**config.mk**
```make
export PLATFORM = sky130hd
export DESIGN_NAME = clkdiv_cfg_loader_flat
export DESIGN_NICKNAME = d
export VERILOG_FILES = /design/src/rtl/clkdiv_cfg_if.sv /design/src/rtl/clkdiv_cfg_loader.sv /design/src/flat_wrapper.sv
export SDC_FILE = /design/constraint.sdc
export NUM_CORES = 1
export LEC_CHECK = 0
export ABC_AREA = 1
export CORE_AREA = 2 2 74 76
export CTS_BUF_LIST = sky130_fd_sc_hd__clkbuf_8
export DETAILED_ROUTE_END_ITERATION = 8
export DIE_AREA = 0 0 76 78
export HOLD_SLACK_MARGIN = 0.08
export PLACE_DENSITY = 0.77
export SYNTH_ARGS = -nofsm -noshare
export SYNTH_HDL_FRONTEND = slang
export SYNTH_SLANG_ARGS = --single-unit
```
**constraint.sdc**
```tcl
create_clock -name clk -period 1.39 [get_ports clk]
set_input_delay 0.278 -clock clk [delete_from_list [all_inputs] [get_ports clk]]
set_output_delay 0.278 -clock clk [all_outputs]
set_load 0.03 [all_outputs]
```
**src/rtl/clkdiv_cfg_if.sv**
```systemverilog
// Serial configuration bus between a config source and clkdiv_cfg_loader.
//   cfg_csn/cfg_sclk/cfg_sdata : 3-wire serial frame (driven by master)
//   cfg_word                   : committed parallel configuration
//   cfg_update/frame_err       : 1-cycle commit / discard pulses
//   busy                       : frame in progress
interface clkdiv_cfg_if #(
    parameter int unsigned CFG_WIDTH = 26
);
    logic                 cfg_csn;
    logic                 cfg_sclk;
    logic                 cfg_sdata;
    logic [CFG_WIDTH-1:0] cfg_word;
    logic                 cfg_update;
    logic                 frame_err;
    logic                 busy;

    modport master (
        output cfg_csn, cfg_sclk, cfg_sdata,
        input  cfg_word, cfg_update, frame_err, busy
    );

    modport slave (
        input  cfg_csn, cfg_sclk, cfg_sdata,
        output cfg_word, cfg_update, frame_err, busy
    );
endinterface

```
**src/rtl/clkdiv_cfg_loader.sv**
```systemverilog
// Serial configuration loader for the 4-channel clock divider/selector.
// Oversamples a 3-wire frame (csn/sclk/sdata) in the clk domain and commits it
// atomically to cfg_word when the frame is exactly CFG_WIDTH bits long.
//   clk, rst_n : system clock, asynchronous active-low reset
//   bus        : clkdiv_cfg_if slave (serial inputs, cfg_word/cfg_update/frame_err/busy outputs)
// cfg_word map: [1:0] clock_select, [7:2] div_a, [13:8] div_b, [19:14] div_c, [25:20] div_d.
module clkdiv_cfg_loader #(
    parameter int unsigned          CFG_WIDTH   = 26,
    parameter int unsigned          SYNC_STAGES = 2,
    parameter logic [CFG_WIDTH-1:0] RESET_CFG   = '0
) (
    input  logic           clk,
    input  logic           rst_n,
    clkdiv_cfg_if.slave    bus
);

    localparam int unsigned CNT_W = $clog2(CFG_WIDTH + 2);

    typedef enum logic [0:0] {
        IDLE  = 1'b0,
        SHIFT = 1'b1
    } state_t;

    state_t               state;
    logic [SYNC_STAGES-1:0] csn_sync;
    logic [SYNC_STAGES-1:0] sclk_sync;
    logic [SYNC_STAGES-1:0] sdata_sync;
    logic                 csn_prev;
    logic                 sclk_prev;
    logic [CFG_WIDTH-1:0] shreg;
    logic [CNT_W-1:0]     bit_cnt;
    logic [CFG_WIDTH-1:0] cfg_word_q;
    logic                 cfg_update_q;
    logic                 frame_err_q;
    logic                 busy_q;

    logic csn_s;
    logic sclk_s;
    logic sdata_s;
    logic csn_rise;
    logic csn_fall;
    logic sclk_rise;

    assign csn_s     = csn_sync[SYNC_STAGES-1];
    assign sclk_s    = sclk_sync[SYNC_STAGES-1];
    assign sdata_s   = sdata_sync[SYNC_STAGES-1];
    assign csn_rise  = csn_s & ~csn_prev;
    assign csn_fall  = ~csn_s & csn_prev;
    assign sclk_rise = sclk_s & ~sclk_prev;

    // Input synchronisers plus edge-detect history
    always_ff @(posedge clk or negedge rst_n) begin
        if (!rst_n) begin
            csn_sync   <= '0;
            sclk_sync  <= '0;
            sdata_sync <= '0;
            csn_prev   <= 1'b0;
            sclk_prev  <= 1'b0;
        end else begin
            csn_sync   <= {csn_sync[SYNC_STAGES-2:0], bus.cfg_csn};
            sclk_sync  <= {sclk_sync[SYNC_STAGES-2:0], bus.cfg_sclk};
            sdata_sync <= {sdata_sync[SYNC_STAGES-2:0], bus.cfg_sdata};
            csn_prev   <= csn_s;
            sclk_prev  <= sclk_s;
        end
    end

    // Frame FSM; csn rise takes priority over a coincident sclk rise
    always_ff @(posedge clk or negedge rst_n) begin
        if (!rst_n) begin
            state        <= IDLE;
            shreg        <= '0;
            bit_cnt      <= '0;
            cfg_word_q   <= RESET_CFG;
            cfg_update_q <= 1'b0;
            frame_err_q  <= 1'b0;
            busy_q       <= 1'b0;
        end else begin
            cfg_update_q <= 1'b0;
            frame_err_q  <= 1'b0;
            case (state)
                IDLE: begin
                    if (csn_fall) begin
                        state   <= SHIFT;
                        shreg   <= '0;
                        bit_cnt <= '0;
                        busy_q  <= 1'b1;
                    end
                end
                SHIFT: begin
                    if (csn_rise) begin
                        state  <= IDLE;
                        busy_q <= 1'b0;
                        if (bit_cnt == CNT_W'(CFG_WIDTH)) begin
                            cfg_word_q   <= shreg;
                            cfg_update_q <= 1'b1;
                        end else begin
                            frame_err_q <= 1'b1;
                        end
                    end else if (sclk_rise) begin
                        shreg <= {shreg[CFG_WIDTH-2:0], sdata_s};
                        // Saturate one past a full frame so overlong frames stay detectable
                        if (bit_cnt != CNT_W'(CFG_WIDTH + 1)) begin
                            bit_cnt <= bit_cnt + CNT_W'(1);
                        end
                    end
                end
                default: begin
                    state  <= IDLE;
                    busy_q <= 1'b0;
                end
            endcase
        end
    end

    assign bus.cfg_word   = cfg_word_q;
    assign bus.cfg_update = cfg_update_q;
    assign bus.frame_err  = frame_err_q;
    assign bus.busy       = busy_q;

endmodule

```
**src/flat_wrapper.sv**
```systemverilog
// flat-port wrapper written by rule: the top's interface ports become plain ports
module clkdiv_cfg_loader_flat 
#(
    parameter int unsigned          CFG_WIDTH   = 26,
    parameter int unsigned          SYNC_STAGES = 2,
    parameter logic [CFG_WIDTH-1:0] RESET_CFG   = '0
)
  (clk, rst_n, bus_cfg_csn, bus_cfg_sclk, bus_cfg_sdata, bus_cfg_word, bus_cfg_update, bus_frame_err, bus_busy);
  clkdiv_cfg_if #(.CFG_WIDTH(CFG_WIDTH)) bus_i ();
  input  logic clk;
  input  logic rst_n;
  input wire logic [$bits(bus_i.cfg_csn)-1:0] bus_cfg_csn;
  input wire logic [$bits(bus_i.cfg_sclk)-1:0] bus_cfg_sclk;
  input wire logic [$bits(bus_i.cfg_sdata)-1:0] bus_cfg_sdata;
  output wire logic [$bits(bus_i.cfg_word)-1:0] bus_cfg_word;
  output wire logic [$bits(bus_i.cfg_update)-1:0] bus_cfg_update;
  output wire logic [$bits(bus_i.frame_err)-1:0] bus_frame_err;
  output wire logic [$bits(bus_i.busy)-1:0] bus_busy;
  assign bus_i.cfg_csn = bus_cfg_csn;
  assign bus_i.cfg_sclk = bus_cfg_sclk;
  assign bus_i.cfg_sdata = bus_cfg_sdata;
  assign bus_cfg_word = bus_i.cfg_word;
  assign bus_cfg_update = bus_i.cfg_update;
  assign bus_frame_err = bus_i.frame_err;
  assign bus_busy = bus_i.busy;
  clkdiv_cfg_loader #(.CFG_WIDTH(CFG_WIDTH), .SYNC_STAGES(SYNC_STAGES), .RESET_CFG(RESET_CFG)) u_core (.clk(clk), .rst_n(rst_n), .bus(bus_i));
endmodule
```
==> run_results.csv <==
group,metric,value,unit
worst_setup_path,cpLargestDelayFamily,"buffers and inverters",
run_status,status,"completed",
synth,syn_area_per_cell,9.063,um^2
timing,drv_slew,0,
cts,path_clk_slew,0.07,ns
worst_setup_path,path_cells,"dlygate4sd2_1",
synth,synth-main-ff-cell,"dfrtp_1",
cts,htreeDepth,3,
floorplanning,die_h,78,um
cts,root_buffer,"clkbuf_8",
final_layout,final_nets,346,
worst_setup_path,cp-start-kind,"flip-flop",
synth,synth_common_cells,"nand2_1, dfrtp_1, o21ai_0",
routing,via_count,2000,
routing,via_per_inst,4.831,
synth,async_flop_share,1.000,
floorplanning,start_util,0.5392,
placed_design,gp_congestion,0.7311,
synth,yosysUniqueCellTypes,19,
timing,max_freq,0.7392,GHz
worst_setup_path,slowest_delay,0.39,ns
synth,netlist.area_leader.share,0.6351,
timing,grt_setup_unrepaired,"false",
run,drv_cap,0,
synth,syn-cell-area,2719,um^2
worst_setup_path,endpoint_kind,"output port",
routing,routedWlPerCell,11.59,um
timing,finalHoldViolCount,0,
synth,ys_seq_elements,69,
worst_setup_path,crit_fanout,2,
worst_setup_path,path_buf_inv,1,
timing,worst_slack,0.03725,ns
cts,numCtsBuffers,9,
global_routing,grt_usage,0.1818,
floorplanning,die_w,76,um
final_layout,nFillCells,431,
cts,clockBufferDepth,2,
global_routing,first_global_vias,1871,
floorplanning,rows,26,
synth,yosys_warnings,0,
placed_design,place_ws,0.03688,ns
floorplanning,ios,34,
floorplanning,die-area,5928,um^2
power,leakagePower,0.001757,uW
routing,drtIter0Drc,122,
worst_setup_path,critPathArrivalTime,1.07,ns
synth,synth_cells,300,
synth,synth.most_common_cell,"nand2_1",
floorplanning,core_area,5042,um^2
worst_setup_path,required,1.11,ns
timing,min_period,1.353,ns
timing,skew,0.007103,ns
routing,detail-route-antenna-nets,0,
routing,first_pass_iters,4,
hold_path,worst_hold_path_type,"reg -> reg",
synth,yosysTopAreaCell,"dfrtp_1",
power,power.density,1288,nW/um^2
global_routing,antenna_found_initial,0,
synth,synth_area_leaders,"dfrtp_1, nand2_1, o21ai_0",
synth,synth_edf_count,0,
global_routing,grt_pass1_wl,8500,um
timing,slew_headroom,0.7373,
cts,clock_latency,0.34,ns
power,ir_drop,0.9171,mV
placed_design,portBuffers,33,
final_layout,multi_input_area,877.1,um^2
routing,drc_errors,0,
final_layout,ff_latch_area,1728,um^2
timing,final-setup-viol-count,0,
synth,syn_nets,307,
worst_setup_path,crit_type,"reg -> out",
worst_setup_path,slowest_stage,"dlygate4sd2_1",
timing,setup_tns,0,ns
timing,tightest_slew,0.3940,ns
final_layout,drive_gt1_frac,0.1017,
synth,yosysSeqAreaShare,0.6351,
placed_design,hpwl,3183,um
final_layout,area_growth,23.52,%
global_routing,gr-total-overflow,0,
timing,min_period_over_period,0.9732,
cts,cts_sinks,69,
final_layout,diodes,0,
routing,drt-total-wl,4800,um
final_layout,fin_util,0.6660,
cts,tritoncts,"done",
global_routing,grt_max_degree,53,
-- power by group --
part / switching [uW] / internal (uW)
Combinational: 321 / 158
Clock: 702 / 966
Sequential: 83.8 / 2090
-- final timing paths --
check | cells after the start | start | slack, ns | endpoint
max in group asynchronous | 3 | rst_n | 0.50 | u_core.bus.cfg_word[14]$_DFFE_PN0P_
worst max register to register | 8 | u_core.state$_DFF_PN0_ | 0.11 | u_core.bit_cnt[2]$_DFFE_PN0P_
worst min-delay path | 0 | u_core.csn_sync[0]$_DFF_PN0_ | 0.35 | u_core.csn_sync[1]$_DFF_PN0_
worst min register to register | 0 | u_core.csn_sync[0]$_DFF_PN0_ | 0.35 | u_core.csn_sync[1]$_DFF_PN0_
min in group asynchronous | 2 | rst_n | 0.39 | u_core.shreg[5]$_DFFE_PN0P_
worst max-delay path | 1 | u_core.bus.cfg_word[8]$_DFFE_PN0P_ | 0.04 | bus_cfg_word[8]
-- sequential cells by signal, indices dropped and copies added, names as in the netlist, 2 cells and up --
| signal | count |
|---|---|
| u_core.sclk_sync | 2 |
| u_core.sdata_sync | 2 |
| u_core.bit_cnt | 5 |
| u_core.bus.cfg_word | 26 |
| u_core.csn_sync | 2 |
| u_core.shreg | 26 |
-- layout by cell type, fill, tap and decap left out, types with 2 or more instances in the layout --
cell type	synthesis	routed
inv_1	10	11
dfrtp_1	69	68
clkdlybuf4s15_1	0	14
buf_4	1	4
dlygate4sd2_1	0	14
inv_2	2	2
clkdlybuf4s50_1	0	3
nand3_2	2	3
nand2_1	159	159
nand3_1	3	2
nor2_1	4	4
clkbuf_8	0	12
o21ai_0	23	23
buf_12	0	3
o21ai_1	7	7
-- logic make-up after synthesis --
family | share of synthesized area
compound gates | 0.05982
fa+ha+maj | 0.009202
flops | 0.6351
simple gates | 0.2490
buf+inv | 0.04694
-- area by class of cell --
class	instances	share of cell area
clock buffer	12	0.04918
clock inverter	4	0.01379
tap	70	0.02608
sequential	69	0.5145
multi-input combinational	205	0.2612
inverter	13	0.01528
timing repair buffer	41	0.1200
-- layer usage --
layer,global-route usage,routed length (um),share of wire
met2,0.2982,2276,0.47
met3,0.03837,183,0.038
met1,0.2376,2262,0.47
met4,0.07636,79,0.016
met5,0,0,0
-- metrics by stage --
stage / instance area, um^2 / power [uW] / std cells / hold slack [ns]
after floorplan: 2719 / 2517 / 300 / -0.01759
after global placement: 3146 / 2672 / 397 / 0.2200
after detailed placement: 3146 / 2691 / 397 / 0.2249
after CTS: 3332 / 4352 / 414 / 0.3496
after global routing: 3358 / 4533 / 414 / 0.3609
final: 3358 / 4324 / 414 / 0.3485
-- repair_timing --
item / 4_1_cts / 5_1_grt
setup buffers: 0 / 0
endpoints found under the hold margin: 13 / 0
pin swaps: 0 / 0
hold buffers: 1 / 0
endpoints found under the setup margin: 29 / 19
gates resized for setup: 30 / 19
No activity file was read; power rests on OpenSTA's default activity.
